File: src/rtl/fetch_sequencer.sv
// fetch_sequencer: owns the PC, drives fetch_addr into a combinational instruction memory,
// captures {PC, instruction} into a DEPTH-entry prefetch queue and presents its head to decode.
// Optional FETCH_PERF_CNT_EN adds perf_fetched / perf_stall counters.
module fetch_sequencer #(
  parameter int                ADDR_W   = 72,
  parameter int                INSTR_W  = 72,
  parameter int                DEPTH    = 4,
  parameter logic [ADDR_W-1:0] RESET_PC = '0
) (
  input  logic                       clk,
  input  logic                       rst_n,
  input  logic                       fetch_en,
  input  logic                       redirect_valid,
  input  logic [ADDR_W-1:0]          redirect_addr,
  output logic [ADDR_W-1:0]          fetch_addr,
  input  logic [INSTR_W-1:0]         fetch_instr,
  output logic                       out_valid,
  input  logic                       out_ready,
  output logic [INSTR_W-1:0]         out_instr,
  output logic [ADDR_W-1:0]          out_pc,
  output logic [$clog2(DEPTH):0]     fill_level
`ifdef FETCH_PERF_CNT_EN
  ,
  output logic [31:0]                perf_fetched,
  output logic [31:0]                perf_stall
`endif
);

  localparam int PTR_W = $clog2(DEPTH);
  localparam int CNT_W = PTR_W + 1;
  localparam logic [PTR_W-1:0]  PTR_ONE  = PTR_W'(1);
  localparam logic [CNT_W-1:0]  CNT_ONE  = CNT_W'(1);
  localparam logic [CNT_W-1:0]  CNT_FULL = CNT_W'(DEPTH);
  localparam logic [ADDR_W-1:0] PC_ONE   = ADDR_W'(1);

  logic [ADDR_W-1:0]  r_pc;
  logic [PTR_W-1:0]   r_wr_ptr;
  logic [PTR_W-1:0]   r_rd_ptr;
  logic [CNT_W-1:0]   r_count;
  logic [INSTR_W-1:0] r_q_instr [DEPTH];
  logic [ADDR_W-1:0]  r_q_pc    [DEPTH];

  logic w_full;
  logic w_empty;
  logic w_pop;
  logic w_push;

  // Redirect outranks everything: it blocks both the push and the pop of that cycle,
  // so a head offered during a redirect is never counted as consumed.
  assign w_full  = (r_count == CNT_FULL);
  assign w_empty = (r_count == '0);
  assign w_pop   = !w_empty && out_ready && !redirect_valid;
  assign w_push  = fetch_en && !redirect_valid && (!w_full || w_pop);

  assign fetch_addr = r_pc;
  assign out_valid  = !w_empty;
  assign out_instr  = r_q_instr[r_rd_ptr];
  assign out_pc     = r_q_pc[r_rd_ptr];
  assign fill_level = r_count;

  // Program counter: load redirect target, advance on each push, otherwise hold.
  always_ff @(posedge clk or negedge rst_n) begin
    if (!rst_n) begin
      r_pc <= RESET_PC;
    end else if (redirect_valid) begin
      r_pc <= redirect_addr;
    end else if (w_push) begin
      r_pc <= r_pc + PC_ONE;
    end
  end

  // Queue pointers and occupancy; a redirect empties the queue by resetting both pointers.
  always_ff @(posedge clk or negedge rst_n) begin
    if (!rst_n) begin
      r_wr_ptr <= '0;
      r_rd_ptr <= '0;
      r_count  <= '0;
    end else if (redirect_valid) begin
      r_wr_ptr <= '0;
      r_rd_ptr <= '0;
      r_count  <= '0;
    end else begin
      if (w_push) begin
        r_wr_ptr <= r_wr_ptr + PTR_ONE;
      end
      if (w_pop) begin
        r_rd_ptr <= r_rd_ptr + PTR_ONE;
      end
      if (w_push && !w_pop) begin
        r_count <= r_count + CNT_ONE;
      end else if (w_pop && !w_push) begin
        r_count <= r_count - CNT_ONE;
      end
    end
  end

  // Queue storage: cleared on reset so the head reads back as zero until the first push.
  always_ff @(posedge clk or negedge rst_n) begin
    if (!rst_n) begin
      for (int i = 0; i < DEPTH; i++) begin
        r_q_instr[i] <= '0;
        r_q_pc[i]    <= '0;
      end
    end else if (w_push) begin
      r_q_instr[r_wr_ptr] <= fetch_instr;
      r_q_pc[r_wr_ptr]    <= r_pc;
    end
  end

`ifdef FETCH_PERF_CNT_EN
  logic [31:0] r_perf_fetched;
  logic [31:0] r_perf_stall;

  // Count fetched instructions, and cycles lost to a full queue with no drain.
  always_ff @(posedge clk or negedge rst_n) begin
    if (!rst_n) begin
      r_perf_fetched <= '0;
      r_perf_stall   <= '0;
    end else begin
      if (w_push) begin
        r_perf_fetched <= r_perf_fetched + 32'd1;
      end
      if (fetch_en && w_full && !w_pop && !redirect_valid) begin
        r_perf_stall <= r_perf_stall + 32'd1;
      end
    end
  end

  assign perf_fetched = r_perf_fetched;
  assign perf_stall   = r_perf_stall;
`endif

endmodule
File: config.mk
export PLATFORM = sky130hd
export DESIGN_NAME = fetch_sequencer
export DESIGN_NICKNAME = d
export VERILOG_FILES = /design/src/rtl/fetch_sequencer.sv
export SDC_FILE = /design/constraint.sdc
export NUM_CORES = 1
export LEC_CHECK = 0
export BUFFER_PORTS_ARGS = -buffer_cell sky130_fd_sc_hd__buf_2
export CORE_MARGIN = 2
export CORE_UTILIZATION = 38
export DETAILED_ROUTE_END_ITERATION = 10
export SLEW_MARGIN = 10
export SYNTH_ARGS = -nofsm -noshare
export SYNTH_HDL_FRONTEND = slang
export SYNTH_SLANG_ARGS = --single-unit
export TNS_END_PERCENT = 30
File: constraint.sdc
create_clock -name clk -period 3.3 [get_ports clk]
set_clock_uncertainty 0.15 [all_clocks]
set_input_delay 0.33 -clock clk [delete_from_list [all_inputs] [get_ports clk]]
set_output_delay 0.33 -clock clk [all_outputs]
set_load 0.05 [all_outputs]
Word-level counts from Yosys, hierarchy flattened
Index checks and enable logic that the tools add are counted.
{ "totals": {"regBits": 655, "output_inout_bits": 220, "elab_cells": 59} }
{ "classes": {"muxes": 19, "add_sub_neg": 5, "reduce_logical": 17, "eq_ne": 1, "n_bitwise": 2, "n_lt_le_gt_ge": 3} }
{ "ops": {"columns": ["cell", "n"], "rows": [
  ["$bwmux W288", 2],
  ["$mux W72", 7],
  ["$bmux W72 S2", 2],
  ["$demux W72 S2", 1],
  ["$add A72 B1 Y72 const B", 1],
  ["$mux W3", 3],
  ["$mux W2", 4],
  ["$logic_and A1 B1 Y1", 7],
  ["$ge A3 B3 Y1 const B", 2],
  ["$not A2 Y3", 2],
  ["$logic_not A1 Y1", 5],
  ["$add A2 B1 Y2 const B", 2],
  ["$reduce_bool A2 Y1", 2],
  ["$add A3 B1 Y3 const B", 1],
  ["$eq A3 B3 Y1 const B", 1],
  ["$logic_not A3 Y1", 1],
  ["$lt A3 B1 Y1 const B", 1],
  ["$reduce_bool A3 Y1", 1],
  ["$sub A3 B1 Y3 const B", 1],
  ["$logic_or A1 B1 Y1", 1]
]} }

Logic depth before layout (Yosys ltp)
{ "depth": {"ltp_word": 11, "mapped_depth": 9, "mapped_depth_nobuf": 8} }

Worst setup path after synthesis
OpenSTA, ideal clock, no wires.
{ "synth_path": {"path_kind": "register to register", "from": "reg r_pc[0], in the netlist fetch_addr[0]", "to": "reg r_pc[70], in the netlist fetch_addr[70]", "arrival_ns": 3.021, "required_ns": 3.068, "path_stages_with_launch": 8, "slack_ns": 0.048, "path_cell_list": "dfrtp_1 > ha_1 > nand4_1 > or4_1 > clkbuf_1 > or4_1 > or4_1 > a31oi_1"} }
{ "synth_between": {"elab_chain_cells": 3} }
{ "synth_rtl": {"columns": ["element", "line", "source"], "rows": [
  ["start: declaration", "36", "logic [ADDR_W-1:0] r_pc;"],
  ["start signal: assignment", "66", "r_pc <= redirect_addr;"],
  ["start signal: assignment", "68", "r_pc <= r_pc + PC_ONE;"],
  ["$add A72 B1 Y72", "68", null],
  ["$mux W72", "67", "end else if (w_push) begin"],
  ["$mux W72", "65", "end else if (redirect_valid) begin"]
]} }
No other way between the ends. The select of a mux whose other input is x is not followed.
A chain may end at the register's enable or synchronous reset.

Final worst setup path
{ "layout_path": {"from": "reg r_pc[41], in the netlist fetch_addr[41]", "to": "reg r_pc[68], in the netlist fetch_addr[68]"} }
Same word-level chain as after synthesis.

==> results.json <==
{
  "worstPathArrival_ns": 3.50,
  "root_buffer": "clkbuf_16",
  "rsz0062_at_grt": "false",
  "fin_crit_ns": 3.11,
  "hp-class": "in -> reg",
  "grt_max_degree": 94,
  "port_buffers": 368,
  "p_sw_frac": 0.389,
  "antenna_found_initial": 8,
  "die_area_sq_um": 79600,
  "relSlewSlack": 0.418,
  "synth_compound_area_frac": 0.0253,
  "grt_usage": 0.205,
  "power.switching_uw": 13900,
  "slowest_delay_ns": 0.76,
  "hpwl_um": 53400,
  "cts.clk_slew.worst_paths_ns": 0.06,
  "synth_top_family_by_area": "multiplexers",
  "netlist.area_leader.share": 0.558,
  "cts_max_path_buffers": 3,
  "syn_area_sq_um": 29400,
  "area_growth_pct": 25.4,
  "synth_nets": 2169,
  "synth_edf_count": 0,
  "p_seq_frac": 0.356,
  "die_y_um": 282,
  "grt_pass1_vias": 21200,
  "io_pins": 369,
  "drive_above_1_share": 0.497,
  "synth_fa_ha_area_frac": 0.00281,
  "yosysMostFrequentCell": "dfrtp_1",
  "fin_setup_tns_ns": 0,
  "end_kind": "flop",
  "ys_async_sr_fraction": 1.00,
  "crit_required_ns": 3.69,
  "core-area_sq_um": 76200,
  "synth_area_per_cell_sq_um": 14.6,
  "power_density_nw_per_um2": 967,
  "remaining_drc_errors": 0,
  "min_period_over_period": 0.942,
  "crit_top_cell": "or4_1",
  "maxCapViolations": 0,
  "place.gp.congestion": 0.840,
  "routed_wl_um": 81100,
  "die_w_um": 282,
  "detail-route-antenna-nets": 0,
  "insertion_delay_ns": 0.62,
  "synthFlopType": "dfrtp_1",
  "yosysTopAreaCell": "dfrtp_1",
  "crit_slowest_cell": "or4_1",
  "synth_seq_cells": 655,
  "combPwrFrac": 0.410,
  "p_leak_uw": 0.0163,
  "synthTopCellsByCount": "dfrtp_1 (655), mux2_2 (557), mux4_2 (144)",
  "start_util": 0.386,
  "crit_path_max_fanout": 10,
  "final-setup-viol-count": 0,
  "gr-total-overflow": 0,
  "tightest_slew_ns": 0.873,
  "syn_inst": 2014,
  "rows": 101,
  "synth-simple-area-share": 0.0542,
  "nets": 2682,
  "drt-vias-per-instance": 5.34,
  "crit_chain": "nand4_2 > or4_1 > or4_1 > or4_1 > a31oi_1",
  "synthXorXnorAreaFrac": 0.0131,
  "ctsResizeCount": 0,
  "wl_per_cell_um": 22.4,
  "grt_pass1_wl_um": 125000,
  "numCtsBuffers": 75,
  "tritoncts": "yes",
  "internal_power_uw": 21800,
  "yosysUniqueCellTypes": 44,
  "h-tree-depth": 3,
  "hold_viol": 0,
  "synth_mux_area_frac": 0.324,
  "finalPower_uw": 35600,
  "status": "finished clean",
  "critPathKind": "reg -> reg",
  "p_clk_frac": 0.234,
  "ys_warn_count": 0,
  "ir_drop_mv": 0.725,
  "seq_area_frac_synth": 0.558,
  "ys_top_cells_by_area": "dfrtp_1 (56%), mux2_2 (21%), mux4_2 (11%), nand2_1 (1.4%), clkbuf_1 (1.4%)",
  "slew_violations": 0,
  "drt_iter0_markers": 1019,
  "max_freq_mhz": 322,
  "cp-start-kind": "flop",
  "vias": 19300,
  "cts.sinks": 655,
  "dr.pass1.iters": 4
}
==> layout make-up <==
cell class | instances | area [sq um]
clock buffers | 107 | 2180
inverters | 11 | 41.3
diodes | 3 | 7.51
repair buffers | 596 | 4250
well taps | 1030 | 1290
fillers | 6598 | 39400
clock inverters | 24 | 304
flip-flops and latches | 655 | 16400
multi-input cells | 1188 | 12400
==> metal layers <==
layer	GRT usage	part of all wire
met1	0.261	0.41
met2	0.343	0.49
met3	0.0498	0.065
met4	0.0694	0.028
met5	0	0.00070
==> flip-flops by register name, summed over array words and instances (netlist names) <==
register	count
fetch_addr	72
fill_level	3
r_q_instr	288
r_q_pc	288
r_rd_ptr	2
r_wr_ptr	2
==> placed cells by master (no fill, tap or decap), types with 5 or more instances in the layout <==
master and instances:
or3_1 14, clkbuf_16 76, nand4_1 30, nor2_1 40, o31ai_1 13, dfrtp_1 653, bufinv_16 5, a31oi_1 23
clkbuf_1 15, xnor2_1 34, nor4_1 24, buf_2 366, mux4_2 144, nand3_1 24, and3_1 5, o21ai_0 68
ha_1 5, and2_1 7, buf_12 26, nor3_1 11, inv_1 10, nand2_1 105, clkinv_2 8, buf_4 58
xor2_1 10, mux2_2 557, or4_1 30, dlygate4sd3_1 145, clkbuf_8 16, o31a_1 7, o211ai_1 6
==> power groups by stage <==
stage | clock, uW | sequential (uW) | combinational (uW)
after floorplan | 0 | 12500 | 11000
after global placement | 0 | 12500 | 14400
after detailed placement | 0 | 12800 | 14600
after CTS | 8570 | 12700 | 14800
after global routing | 8920 | 13000 | 15400
final | 8330 | 12700 | 14600
==> metrics by stage <==
step                hold slack [ns]  instance area, sq um  std cells  setup WS [ns]   util
floorplan                    -0.116                 29400       2014         0.0475      -
global placement              0.285                 32900       3335          0.295  0.432
detailed placement            0.306                 32900       3335          0.224  0.432
CTS                          0.0656                 36800       3611          0.200  0.483
global route                  0.139                 36800       3613        0.00820  0.484
finish                        0.111                 36800       3614          0.192  0.484
==> cells by family (layout without fill, tap and decap cells) <==
| family | after synthesis | after routing |
|---|---|---|
| buffers and inverters | 171 | 738 |
| xor gates and xnor gates | 44 | 44 |
| muxes | 703 | 703 |
| DFF | 655 | 655 |
| adders and majority gates | 6 | 6 |
| and+or+nand+nor | 311 | 311 |
| AOI/OAI and AO/OA | 124 | 124 |
| other | 0 | 3 |
==> worst max-delay path: cells and delay by family, from the launching register on <==
| kind | cells | cell delay (ns) |
|---|---|---|
| AND/OR/NAND/NOR | 4 | 2.20 |
| AO/OA/AOI/OAI | 1 | 0.17 |
| flip-flops | 1 | 0.50 |
==> worst paths after layout <==
path	startpoint	depth (start not counted)	slack, ns	to
min in group asynchronous	rst_n	2	0.21	r_q_instr[19]$_DFFE_PN0P_
max in group asynchronous	rst_n	3	1.61	r_q_instr[220]$_DFFE_PN0P_
worst max-delay path	fetch_addr[41]$_DFFE_PN0P_	5	0.19	fetch_addr[68]$_DFFE_PN0P_
worst min-delay path	fetch_en	5	0.11	r_wr_ptr[1]$_DFFE_PN0P_
worst min register to register	r_q_pc[103]$_DFFE_PN0P_	2	0.33	r_q_pc[103]$_DFFE_PN0P_
worst max register to register	fetch_addr[41]$_DFFE_PN0P_	5	0.19	fetch_addr[68]$_DFFE_PN0P_
==> repair_timing <==
action | in CTS | in global routing
endpoints found under the setup margin | 0 | 0
hold buffers | 145 | 0
endpoints found under the hold margin | 435 | 0
setup buffers | 0 | 0
Power figures use the tool's default switching activity.
